## config.mk

```make
export PLATFORM = sky130hd
export DESIGN_NAME = pingpong_transposer
export DESIGN_NICKNAME = d
export VERILOG_FILES = /design/src/rtl/pingpong_transposer.sv
export SDC_FILE = /design/constraint.sdc
export NUM_CORES = 1
export LEC_CHECK = 0
export CORE_ASPECT_RATIO = 0.5
export CORE_UTILIZATION = 42
export DETAILED_ROUTE_END_ITERATION = 8
export RECOVER_POWER = 100
export SKIP_LAST_GASP = 1
export SYNTH_ARGS = -nofsm -noshare
export SYNTH_HDL_FRONTEND = slang
export SYNTH_SLANG_ARGS = --single-unit
```

## constraint.sdc

```tcl
create_clock -name clk -period 6.1 [get_ports clk]
set_input_delay 0.61 -clock clk [delete_from_list [all_inputs] [get_ports clk]]
set_output_delay 0.61 -clock clk [all_outputs]
set_load 0.005 [all_outputs]
```

## src/rtl/pingpong_transposer.sv

```systemverilog
// Ping-pong 4x4 block transposer: row words fill one bank while the other drains as column words.
// Optional TRANSPOSER_BYPASS_EN adds a bypass input that makes a block drain as rows instead.
module pingpong_transposer #(
   parameter int EW = 16,
   parameter int N  = 4
) (
   input  logic            clk,
   input  logic            rst_n,
   input  logic            clear,
   input  logic            in_valid,
   input  logic [N*EW-1:0] in_data,
   input  logic            dir,
`ifdef TRANSPOSER_BYPASS_EN
   input  logic            bypass,
`endif
   output logic            out_valid,
   output logic [N*EW-1:0] out_data,
   output logic            wr_bank,
   output logic            rd_bank_busy
);

   localparam int CW = (N > 1) ? $clog2(N) : 1;
   localparam logic [CW-1:0] LAST = CW'(N - 1);

   typedef enum logic {RD_IDLE, RD_DRAIN} rd_state_t;

   rd_state_t       state_q, state_d;
   logic [N*EW-1:0] bank [2][N];
   logic [CW-1:0]   wr_cnt, rd_cnt, sel;
   logic [1:0]      full;
   logic            rd_bank, dir_q, ovf;
   logic            accept, blk_done, last_col, load;
   logic [N*EW-1:0] col_word;
`ifdef TRANSPOSER_BYPASS_EN
   logic            bypass_q;
`endif

   assign accept       = in_valid && !clear && !full[wr_bank];
   assign blk_done     = accept && (wr_cnt == LAST);
   assign last_col     = (state_q == RD_DRAIN) && (rd_cnt == LAST);
   // A completed block starts draining either from idle or seamlessly after the last column.
   assign load         = blk_done && ((state_q == RD_IDLE) || last_col);
   assign rd_bank_busy = (state_q == RD_DRAIN);

   always_ff @(posedge clk or negedge rst_n) begin
      if (!rst_n) state_q <= RD_IDLE;
      else        state_q <= state_d;
   end

   // NOTE: every variable assigned in always_comb gets a default first, or a latch is inferred.
   always_comb begin
      state_d = state_q;
      case (state_q)
         RD_IDLE:  if (blk_done) state_d = RD_DRAIN;
         RD_DRAIN: if (last_col && !blk_done) state_d = RD_IDLE;
         default:  state_d = RD_IDLE;
      endcase
      if (clear) state_d = RD_IDLE;
   end

   always_comb begin
      sel      = dir_q ? (LAST - rd_cnt) : rd_cnt;
      col_word = '0;
      for (int k = 0; k < N; k++) col_word[k*EW +: EW] = bank[rd_bank][k][sel*EW +: EW];
`ifdef TRANSPOSER_BYPASS_EN
      if (bypass_q) col_word = bank[rd_bank][sel];
`endif
   end

   // NOTE: the banks are plain storage with no reset; the full flags alone say what is valid.
   always_ff @(posedge clk) begin
      if (accept) bank[wr_bank][wr_cnt] <= in_data;
   end

   always_ff @(posedge clk or negedge rst_n) begin
      if (!rst_n) begin
         out_valid <= 1'b0;
         out_data  <= '0;
         wr_bank   <= 1'b0;
         wr_cnt    <= '0;
         rd_cnt    <= '0;
         full      <= '0;
         rd_bank   <= 1'b0;
         dir_q     <= 1'b0;
         ovf       <= 1'b0;
`ifdef TRANSPOSER_BYPASS_EN
         bypass_q  <= 1'b0;
`endif
      end else if (clear) begin
         out_valid <= 1'b0;
         out_data  <= '0;
         wr_bank   <= 1'b0;
         wr_cnt    <= '0;
         rd_cnt    <= '0;
         full      <= '0;
         rd_bank   <= 1'b0;
         dir_q     <= 1'b0;
         ovf       <= 1'b0;
`ifdef TRANSPOSER_BYPASS_EN
         bypass_q  <= 1'b0;
`endif
      end else begin
         if (in_valid && full[wr_bank]) ovf <= 1'b1;
         if (accept) wr_cnt <= wr_cnt + 1'b1;
         if (state_q == RD_DRAIN) begin
            out_valid <= 1'b1;
            out_data  <= col_word;
            rd_cnt    <= rd_cnt + 1'b1;
         end else begin
            out_valid <= 1'b0;
            out_data  <= '0;
         end
         if (last_col) begin
            full[rd_bank] <= 1'b0;
            rd_cnt        <= '0;
         end
         if (blk_done) begin
            full[wr_bank] <= 1'b1;
            wr_bank       <= ~wr_bank;
         end
         if (load) begin
            rd_bank  <= wr_bank;
            dir_q    <= dir;
`ifdef TRANSPOSER_BYPASS_EN
            bypass_q <= bypass;
`endif
         end
      end
   end

   // Writing into a bank that has not drained yet means the upstream broke the rate contract.
   ovf_never_set: assert property (@(posedge clk) disable iff (!rst_n) !ovf);

endmodule

```

==> run summary <==
The run finished, with violations left. The checks that failed: max-capacitance violations, max-slew violations. At the end of the flow, the number of nets in the layout was 1,749. The worst register-to-register path has a setup slack of 2.02 ns.

The total setup violations reported at the end of the flow came out at 0. The final hold violation count is 0. Setup repair after global routing left no endpoint under its margin. The number of enable flip-flop cells after synthesis came out at 512. The number of iterations in the first detailed-routing pass is 5.

Power spread over the standard cell area amounts to 307 mW/mm². The worst vdd rail ir drop came out at 0.000195 V. In this run the biggest area consumer among cell types represents 70.9% of the synthesized area.

The mean number of vias per cell is 5.23. The routability-driven placement congestion ratio came out at 0.750. The data arrival time at the worst-slack endpoint came out at 4.43 ns. The total congestion overflow came out at 0. The top-level port count is 136.

The worst hold path begins at wr_cnt[1]. The worst register-to-register path ends at bank[1][131]. For this block, the initial DRC count from the detailed router was 1,296.

The library cell used most frequently in the layout, excluding fill and tap cells, is sky130_fd_sc_hd__edfxtp_1. The number of instances on the worst hold path came out at 2. The count of yosys warnings during synthesis is 0. The tightest min-delay check is of the register to register type. Summed over all instances, the cell type with the most area after synthesis is sky130_fd_sc_hd__edfxtp_1. The maximum frequency from static timing analysis is 0.230 GHz. The combined area of the multi-input logic cells is 0.00412 mm². Walking the worst path, the cells encountered are dlygate4sd3_1 -> nor2b_1 -> and3_1.

The register clock-pin slew on the reported worst setup and hold paths is 0.06 ns. The endpoint class of the critical path is a register. Measured in cells, the most critical reg-to-reg path has a length of 2.

The clock latency reported for the late side of the worst-skew pair is 0.58 ns. The fill cell instance count of the final layout is 4,256. The fraction of registers with async set or reset after synthesis is 12.8%. The H-tree generated during clock tree synthesis spans 2 levels. Once detail routing completed, the nets flagged for antenna violations numbered 0.

The leakage power of the design is 9.42 nW. The critical path data required time came out at 6.19 ns. The all-layer global routing usage came out at 19.5%. Synthesis produced a netlist with a net count of 1,625. The synthesized netlist cell count came out at 1,551. The via count is 12,604. In the final timing run, aggregate negative setup slack is 0 ns. The relative slew slack is -150%. The number of buffers inserted to repair setup after CTS is 0. Clock tree synthesis inserted a total of 52 buffers. The storage element area is 0.0173 mm². The worst-path maximum fanout came out at 64. The clock root buffer is sky130_fd_sc_hd__clkbuf_16. The library cells used most frequently in the layout, excluding fill and tap cells, are 512 x sky130_fd_sc_hd__edfxtp_1, 500 x sky130_fd_sc_hd__nand2_1, 254 x sky130_fd_sc_hd__a21oi_1, 132 x sky130_fd_sc_hd__dlygate4sd3_1, 75 x sky130_fd_sc_hd__dfrtp_1. The count of hold-fix buffers inserted at cts is 0. The number of resized instances in the post-cts repair step is 0. The layout-stage area growth over the synthesis result came out at 17.1%. The number of register bits inferred by synthesis is 587. The worst clock skew is 0.0243 ns.

Entering global routing, the biggest net connects 159 pins. The fraction of final layout cells sized beyond drive strength 1 came out at 6.11%. The wire length per cell came out at 20.9 µm. The first global-routing pass estimated 76.4 mm of wire. The average cell area after synthesis is 14.0 µm².

The worst-case hold slack came out at 0.588 ns. The sequential cell area fraction in the yosys report is 79.5%. The number of antenna violations at the first check in global routing is 14.

The number of core rows is 58. On the worst path, the slowest cell contributes a delay of 2.77 ns. The top flip-flop cell by instance count after synthesis is sky130_fd_sc_hd__edfxtp_1. The total half-perimeter wirelength after legalization and detailed placement came out at 27.3 mm. The wire length after detailed routing came out at 50.3 mm. The largest individual stage delay along the critical path comes from the cell sky130_fd_sc_hd__and3_1. The number of I/O port buffers is 135.

The number of max-capacitance violations reported came out at 12. The initial cell density of the core is 42.9%. The worst setup path is of the primary input to register kind. The area of the die came out at 0.0526 mm². The terminating pin of the worst hold path is wr_cnt[1]. Dividing the final minimum period by the clock period gives 71.2%. Sorting the synthesized cells by area gives the leading types as sky130_fd_sc_hd__edfxtp_1 71%, sky130_fd_sc_hd__dfrtp_1 8.7%, sky130_fd_sc_hd__nand2_1 8.7%. TritonCTS built the clock tree. The die is 323 µm wide.

The worst register-to-register path begins at wr_bank. The number of distinct standard cells referenced by the synthesized netlist is 29. The mapped cell area came out at 0.0217 mm².

The total area inside the core boundary comes to 0.0506 mm². The slew at the pin closest to its max-slew limit came out at 3.75 ns. The floorplan step set the die height to 163 µm. The clock drives 587 sinks. No sink is reached through more buffers than the 3 on the longest clock path. The worst setup path is launched from a primary input.

The DRC violation count after routing is 0. The smallest clock period supported by the final layout is computed as 4.34 ns. The total count of max-transition violations in the final report is 618.

The number of global-route vias before repair was 12,402.
[metal layers]
metal	vias up	track usage (%)	part of all wire, %
li1	5831	-	-
met1	6358	26.4	43
met2	321	32.6	50
met3	94	2.67	4.8
met4	0	6.16	2.4
met5	-	0	0
[worst max-delay path: cells and delay by family]
kind | cells | cell delay [ns]
AND/OR/NAND/NOR | 2 | 3.04
buffers and inverters | 1 | 0.72
[layout make-up]
| type | count | share of cell area, % |
|---|---|---|
| sequential | 587 | 67.9 |
| inverter | 3 | 0.0443 |
| tap | 690 | 3.40 |
| clock inverter | 15 | 0.414 |
| multi-input combinational | 877 | 16.2 |
| clock buffer | 82 | 6.05 |
| timing repair buffer | 154 | 5.88 |
| antenna | 4 | 0.0394 |
[power breakdown]
group / total, mW / internal (mW) / switching, mW
Combinational: 0.192 / 0.0497 / 0.142
Clock: 3.17 / 1.77 / 1.40
Sequential: 4.44 / 4.43 / 0.0116
Total: 7.80 / 6.25 / 1.55
[synthesized netlist by cell type (all sizes together) (3+ instances only)]
cell / number
a21oi: 254
and2: 3
buf: 26
clkbuf: 58
dfrtp: 75
edfxtp: 512
ha: 5
inv: 3
mux2: 3
mux2i: 6
mux4: 3
nand2: 500
nand3: 5
nor2: 10
nor3: 3
o21ai: 4
or4: 62
xnor2: 3
xor2: 3
[kinds of logic after synthesis]
logic type	Yosys count	share of synthesized area, %
XOR/XNOR	6	0.242
AO/OA/AOI/OAI	259	5.99
AND/OR/NAND/NOR	595	11.6
buffers and inverters	87	1.58
multiplexers	12	0.744
adder cells (fa/ha/maj)	5	0.288
flip-flops	587	79.5
[worst max-delay path by stage]
stage	cells past startpoint	startpoint	slack, ns	to
after floorplan	2	clear	0.05	bank[1][192]
after global routing	3	clear	1.46	bank[0][147]
after detailed placement	6	clear	2.38	out_data[63]
after CTS	5	dir_q	2.96	out_data[63]
after global placement	6	clear	2.44	out_data[1]
final	3	clear	1.76	bank[0][146]
[sequential cells by signal, summed over array words and instances, names as in the netlist]
signal	count
rd_bank_busy	1
rd_bank	1
dir_q	1
out_valid	1
bank	512
rd_cnt	2
full	2
wr_bank	1
wr_cnt	2
out_data	64
[through the flow]
stage	util (%)	power [mW]	cell area, µm²	worst slack, ns	cells
after floorplan	-	4.58	21700	0.0467	1551
after detailed placement	47.1	4.73	23800	2.38	2311
final	50.2	7.80	25400	1.76	2412
after global routing	50.2	8.02	25400	1.46	2412
after CTS	50.3	7.86	25500	2.96	2408
after global placement	47.1	4.72	23800	2.44	2311
(Power assumes the default switching activity.)
